--- config.mk ---
export PLATFORM = sky130hd
export DESIGN_NAME = mipi_rx_raw_depacker_multi
export DESIGN_NICKNAME = d
export VERILOG_FILES = /design/src/rtl/mipi_rx_raw_depacker_multi.sv
export SDC_FILE = /design/constraint.sdc
export NUM_CORES = 1
export LEC_CHECK = 0
export ABC_CLOCK_PERIOD_IN_PS = 5800
export BUFFER_PORTS_ARGS = -buffer_cell sky130_fd_sc_hd__buf_2
export CAP_MARGIN = 20
export CORE_UTILIZATION = 51
export CTS_CLUSTER_SIZE = 20
export DETAILED_ROUTE_END_ITERATION = 8
export GPL_ROUTABILITY_DRIVEN = 0
export PLACE_DENSITY_LB_ADDON = 0.08
export SETUP_SLACK_MARGIN = 0.05
export SYNTH_ARGS = -nofsm -noshare
export SYNTH_HDL_FRONTEND = slang
export SYNTH_SLANG_ARGS = --single-unit
--- constraint.sdc ---
create_clock -name clk_i -period 5.8 [get_ports clk_i]
set_input_delay 0.58 -clock clk_i [delete_from_list [all_inputs] [get_ports clk_i]]
set_output_delay 0.58 -clock clk_i [all_outputs]
set_load 0.005 [all_outputs]
--- src/rtl/mipi_rx_raw_depacker_multi.sv ---
// RAW8/10/12/14 CSI payload depacker: LANES bytes in, four MSB-aligned pixels out per beat.
// Optional pixel counter output enabled by defining MIPI_RX_DEPACKER_PIXCNT_EN.
module mipi_rx_raw_depacker_multi #(
   parameter int unsigned LANES = 4,
   parameter int unsigned PIX_W = 14,
   parameter int unsigned CNT_W = 16
) (
   input  logic                 clk_i,
   input  logic                 reset_i,
   input  logic                 data_valid_i,
   input  logic [LANES*8-1:0]   data_i,
   input  logic [7:0]           data_type_i,
   output logic                 output_valid_o,
   output logic [4*PIX_W-1:0]   output_o,
   output logic                 err_residue_o,
   output logic                 err_type_o
`ifdef MIPI_RX_DEPACKER_PIXCNT_EN
   ,
   output logic [CNT_W-1:0]     pixel_count_o
`endif
);

   localparam int unsigned DW    = LANES * 8;
   localparam int unsigned ACC_B = 10;
   localparam int unsigned ACC_W = ACC_B * 8;
   localparam int unsigned CW    = 4;
   localparam int unsigned OW    = 4 * PIX_W;

   localparam logic [7:0] DT_RAW8  = 8'h2A;
   localparam logic [7:0] DT_RAW10 = 8'h2B;
   localparam logic [7:0] DT_RAW12 = 8'h2C;
   localparam logic [7:0] DT_RAW14 = 8'h2D;

   typedef enum logic [1:0] {S_IDLE, S_RUN, S_SKIP} state_e;

   state_e            state_q, state_d;
   logic              block_q;
   logic              vld_q, vld_prev_q;
   logic [DW-1:0]     data_q;
   logic [7:0]        dtype_q;
   logic [7:0]        pkt_type_q, pkt_type_d;
   logic [ACC_W-1:0]  acc_q, acc_d;
   logic [CW-1:0]     cnt_q, cnt_d;
   logic [OW-1:0]     out_q, out_d;
   logic              ovld_q, ovld_d;
   logic              err_res_q, err_res_d;
   logic              err_type_q, err_type_d;

   logic              start_c, supported_c, accept_c, emit_c;
   logic [7:0]        typ_c;
   logic [CW-1:0]     g_c, sum_c;
   logic [ACC_W-1:0]  comb_c;
   logic [OW-1:0]     pix_c;
   logic [7:0]        b_c [7];
   logic [13:0]       p14_c [4];
   logic [23:0]       w14_c;

   // Type in force: the freshly registered one at packet start, otherwise the latched one.
   always_comb begin
      start_c = (state_q == S_IDLE) && vld_q && !vld_prev_q;
      typ_c   = (state_q == S_IDLE) ? dtype_q : pkt_type_q;
      supported_c = 1'b1;
      case (typ_c)
         DT_RAW8:  g_c = CW'(4);
         DT_RAW10: g_c = CW'(5);
         DT_RAW12: g_c = CW'(6);
         DT_RAW14: g_c = CW'(7);
         default: begin
            g_c = CW'(7);
            supported_c = 1'b0;
         end
      endcase
      sum_c  = cnt_q + CW'(LANES);
      comb_c = acc_q | (ACC_W'(data_q) << {cnt_q, 3'b000});
   end

   // Unpack the oldest group of the combined byte stream.
   always_comb begin
      for (int i = 0; i < 7; i++) b_c[i] = comb_c[8*i +: 8];
      w14_c = {b_c[6], b_c[5], b_c[4]};
      for (int n = 0; n < 4; n++) p14_c[n] = '0;
      case (typ_c)
         DT_RAW8:  for (int n = 0; n < 4; n++) p14_c[n] = {b_c[n], 6'd0};
         DT_RAW10: for (int n = 0; n < 4; n++) p14_c[n] = {b_c[n], b_c[4][2*n +: 2], 4'd0};
         DT_RAW12: begin
            p14_c[0] = {b_c[0], b_c[2][3:0], 2'd0};
            p14_c[1] = {b_c[1], b_c[2][7:4], 2'd0};
            p14_c[2] = {b_c[3], b_c[5][3:0], 2'd0};
            p14_c[3] = {b_c[4], b_c[5][7:4], 2'd0};
         end
         DT_RAW14: for (int n = 0; n < 4; n++) p14_c[n] = {b_c[n], w14_c[6*n +: 6]};
         default: ;
      endcase
      pix_c = '0;
      for (int n = 0; n < 4; n++)
         pix_c[(3-n)*PIX_W +: PIX_W] = PIX_W'(p14_c[n]) << (PIX_W - 14);
   end

   // Next-state, accumulator and output logic.
   always_comb begin
      state_d    = state_q;
      pkt_type_d = pkt_type_q;
      acc_d      = acc_q;
      cnt_d      = cnt_q;
      out_d      = out_q;
      ovld_d     = 1'b0;
      err_res_d  = 1'b0;
      err_type_d = 1'b0;
      accept_c   = 1'b0;
      emit_c     = 1'b0;
      case (state_q)
         S_IDLE: begin
            acc_d = '0;
            cnt_d = '0;
            if (start_c) begin
               pkt_type_d = dtype_q;
               if (supported_c) begin
                  state_d  = S_RUN;
                  accept_c = 1'b1;
               end else begin
                  state_d    = S_SKIP;
                  err_type_d = 1'b1;
               end
            end
         end
         S_RUN: begin
            if (vld_q) begin
               accept_c = 1'b1;
            end else begin
               state_d   = S_IDLE;
               err_res_d = (cnt_q != '0);
               acc_d     = '0;
               cnt_d     = '0;
            end
         end
         S_SKIP: begin
            acc_d = '0;
            cnt_d = '0;
            if (!vld_q) state_d = S_IDLE;
         end
         default: state_d = S_IDLE;
      endcase
      if (accept_c) begin
         if (sum_c >= g_c) begin
            emit_c = 1'b1;
            acc_d  = comb_c >> {g_c, 3'b000};
            cnt_d  = sum_c - g_c;
            out_d  = pix_c;
            ovld_d = 1'b1;
         end else begin
            acc_d = comb_c;
            cnt_d = sum_c;
         end
      end
   end

   // Valid stays masked after reset until the source drops valid once.
   always_ff @(posedge clk_i or posedge reset_i) begin
      if (reset_i) begin
         block_q    <= 1'b1;
         vld_q      <= 1'b0;
         vld_prev_q <= 1'b0;
         data_q     <= '0;
         dtype_q    <= '0;
      end else begin
         if (!data_valid_i) block_q <= 1'b0;
         vld_q      <= data_valid_i && !block_q;
         vld_prev_q <= vld_q;
         data_q     <= data_i;
         dtype_q    <= data_type_i;
      end
   end

   always_ff @(posedge clk_i or posedge reset_i) begin
      if (reset_i) begin
         state_q    <= S_IDLE;
         pkt_type_q <= '0;
         acc_q      <= '0;
         cnt_q      <= '0;
         out_q      <= '0;
         ovld_q     <= 1'b0;
         err_res_q  <= 1'b0;
         err_type_q <= 1'b0;
      end else begin
         state_q    <= state_d;
         pkt_type_q <= pkt_type_d;
         acc_q      <= acc_d;
         cnt_q      <= cnt_d;
         out_q      <= out_d;
         ovld_q     <= ovld_d;
         err_res_q  <= err_res_d;
         err_type_q <= err_type_d;
      end
   end

   assign output_valid_o = ovld_q;
   assign output_o       = out_q;
   assign err_residue_o  = err_res_q;
   assign err_type_o     = err_type_q;

`ifdef MIPI_RX_DEPACKER_PIXCNT_EN
   logic [CNT_W-1:0] pixcnt_q, pixcnt_d;

   // Cleared at packet start, +4 per emitted beat, held after packet end.
   always_comb begin
      pixcnt_d = (start_c ? '0 : pixcnt_q) + (emit_c ? CNT_W'(4) : '0);
   end

   always_ff @(posedge clk_i or posedge reset_i) begin
      if (reset_i) pixcnt_q <= '0;
      else         pixcnt_q <= pixcnt_d;
   end

   assign pixel_count_o = pixcnt_q;
`else
   logic [CNT_W-1:0] unused_pixcnt;
   assign unused_pixcnt = '0;
`endif

endmodule

==> flow_summary.toml <==
[cts]
cts_tree = "done"
holdBufCountCts = 0
clkTransAtPathRegs_ns = 0.08
cts_setup_buffers = 0
clock_sinks = 196
cts_buffers = 17
cts-resized-gates = 0
cts_max_path_buffers = 2
insertion_delay_ns = 0.44
cts_max_level = 4
clockRootBuffer = "clkbuf_16"

[sta]
tightest_slew_ns = 1.28
finalMaxSlewViolations = 0
period_minus_slack_ns = 4.44
relSlewSlack_pct = 14.6
setup_viol = 0
tns_ns = 0
hold_viol = 0
fin_crit_sh_pct = 76.6
fmaxAchievable_mhz = 225
rsz0062_at_grt = "false"
layout_setup_ws_ns = 1.36
skew_ns = 0.0146

[finish]
drive_above_1_share_pct = 17.3
area_delta_synth_final_pct = 12.5
instances_no_fill = 1351
diodes = 0
fin_nets = 1129
final_area_um2 = 11300

[floorplanning]
start_util_pct = 52.8
dieArea_um2 = 20300
die_h_um = 142
coreArea_um2 = 19000
pin_count = 102
die_width_um = 142
rows = 50

[logic_synthesis]
synthTopCellsByCount = "dfrtp_1 (195), nand2_1 (120), mux2i_1 (85)"
synth_compound_area_share_pct = 24.1
synth_area_leaders = "dfrtp_1 (49%), mux2i_1 (8.5%), nand2_1 (4.5%)"
synthFlopType = "dfrtp_1"
avgSynthCellArea_um2 = 9.82
synthAdderAreaFrac_pct = 1.10
synth-edff-count = 0
synth_xor_area_share_pct = 0.262
syn-num-nets = 1074
synthDistinctLibCells = 57
netlist.area_leader.share_pct = 48.6
synth_seq_cells = 196
syn_inst = 1023
postSynth.asyncResetShare_pct = 100
synth.most_common_cell = "dfrtp_1"
synth.cell_area_um2 = 10000
synth.area.mux_share_pct = 10.1
yosysTopAreaCell = "dfrtp_1"
yosysSeqAreaShare_pct = 48.9
synth_simple_gate_area_share_pct = 11.3
ys_warn_count = 0
synth_top_family_by_area = "compound AO/OA/AOI/OAI gates"

[hold_path]
hold_start = "data_i[7]"
hold_path_depth = 1
holdPathEnd = "data_q[7]"
min_path_type = "in2reg"

[global_route]
grt-ovfl-total = 0
antenna_found_initial = 0
track_usage_pct = 31.4
grt_pass1_wl_mm = 47.3
grt_max_degree = 197
grt_pass1_vias = 8002

[setup_path]
cp-start-kind = "flop"
worst_path_largest_cell_delay_ns = 0.52
crit_path_top_delay_cell = "or3_1"
r2r_start = "state_q[1]"
path_cells = "inv_1 -> ha_1 -> mux2_4 -> a2111oi_4 -> inv_1 -> ha_1 -> or3_1 -> a21oi_1 -> a31o_2 -> buf_4 -> or3_1 -> nor2_1 -> nor4_1"
r2r-end = "acc_q[14]"
critical_path_class = "reg2reg"
end_kind = "flop"
r2r_setup_slack_ns = 1.36
reg2reg_depth = 13
required_ns = 6.13
worst-path-max-fanout = 23
cp.arrival_ns = 4.77

[power_and_ir_drop]
p_seq_share_pct = 49.8
p_switching_w = 0.000809
ir_drop_mv = 0.212
combPwrFrac_pct = 10.4
p_per_area_nw_per_um2 = 261
swShare_pct = 27.5
internal_power_w = 0.00214
total_power_w = 0.00295
cellLeakagePower_nw = 4.77
power_frac_clock_pct = 39.8

[run_status]
status = "completed"

[drt]
drc = 0
via_per_inst = 6.32
first_pass_iters = 6
routedWlPerCell_um = 22.7
postRouteAntennaNets = 0
routed_wl_mm = 30.6
vias = 8536
drt_iter0_drc = 1056

[placed_design]
place_ws_ns = 1.51
portBuffers = 101
postPlaceCellArea_um2 = 10700
hpwl_mm = 21.1
dp.cells = 1317

[flow_run]
max_cap_viol_count = 0
logic make-up after synthesis:
kind of cell	Yosys count
XOR/XNOR	3
AND/OR/NAND/NOR	255
flip-flops	196
multiplexers	99
buffers and inverters	104
adder cells (fa/ha/maj)	9
AO/OA/AOI/OAI	357
cell type report:
cell class / instances / area, µm²
clock inverters: 15 / 153
repair buffers: 125 / 708
well taps: 260 / 325
fillers: 1677 / 7720
clock buffers: 17 / 425
flip-flops and latches: 196 / 4910
multi-input cells: 723 / 4720
inverters: 15 / 60.1
state kept, by name, indices dropped and copies added (netlist names):
signal	cells
err_residue_o	1
err_type_o	1
data_q	32
state_q	2
block_q	1
pkt_type_q	8
vld_prev_q	1
acc_q	80
output_valid_o	1
output_o	56
vld_q	1
dtype_q	8
cnt_q	4
cell usage in the layout (no fill, tap or decap), types with 8 or more instances in the layout:
cell type,synthesis,layout
dfrtp_1,195,194
nand2_1,120,120
buf_2,11,102
mux2i_1,85,85
o21ai_0,84,84
a21oi_1,71,71
nor2_1,66,66
o22ai_1,33,33
o22a_1,24,24
buf_4,2,21
a221oi_1,20,20
o31ai_1,20,20
a22o_1,18,18
o221ai_1,17,17
clkbuf_16,0,17
mux2_2,13,13
inv_1,13,12
nand3_1,11,11
nand2b_1,10,10
a211o_1,10,10
a22oi_1,10,10
o2bb2ai_1,9,9
o31a_1,8,8
nor3_1,8,8
nor4_1,9,8
o211ai_1,8,8
metrics by stage:
stage | hold WS [ns] | util, %
2_1_floorplan | 0.453 | -
4_1_cts | 0.222 | 59.4
5_1_grt | 0.230 | 59.4
3_3_place_gp | 0.458 | 56.3
3_5_place_dp | 0.462 | 56.3
6_report | 0.233 | 59.4
power by group through the flow:
| stage | clock (W) | combinational [W] | sequential [W] |
|---|---|---|---|
| after global placement | 0 | 0.000299 | 0.00149 |
| final | 0.00117 | 0.000307 | 0.00147 |
| after CTS | 0.00119 | 0.000303 | 0.00147 |
| after detailed placement | 0 | 0.000301 | 0.00149 |
| after global routing | 0.00124 | 0.000332 | 0.00147 |
| after floorplan | 0 | 0.000225 | 0.00147 |
critical path: cells and delay by family, from the launching register on:
family	cells	cell delay, ns
simple gates	4	1.25
compound gates	3	0.85
fa+ha+maj	2	0.78
buf+inv	3	0.54
flops	1	0.45
mux	1	0.44
metal layers:
| layer | GRT usage (%) | routed length (µm) | up-vias |
|---|---|---|---|
| met3 | 7.47 | 2880 | 43 |
| met5 | 0 | 0 | - |
| met2 | 44.8 | 13000 | 444 |
| met1 | 45.8 | 13800 | 4160 |
| met4 | 12.5 | 954 | 0 |
| li1 | - | - | 3889 |
how the worst max path moves through the flow:
stage	startpoint	slack, ns	to
floorplan	state_q[0]	1.54	output_o[22]
global placement	state_q[0]	1.62	output_o[46]
detailed placement	state_q[1]	1.51	acc_q[14]
CTS	state_q[1]	1.48	acc_q[14]
global route	state_q[1]	1.06	acc_q[15]
finish	state_q[1]	1.36	acc_q[14]
Power figures use the tool's default switching activity.
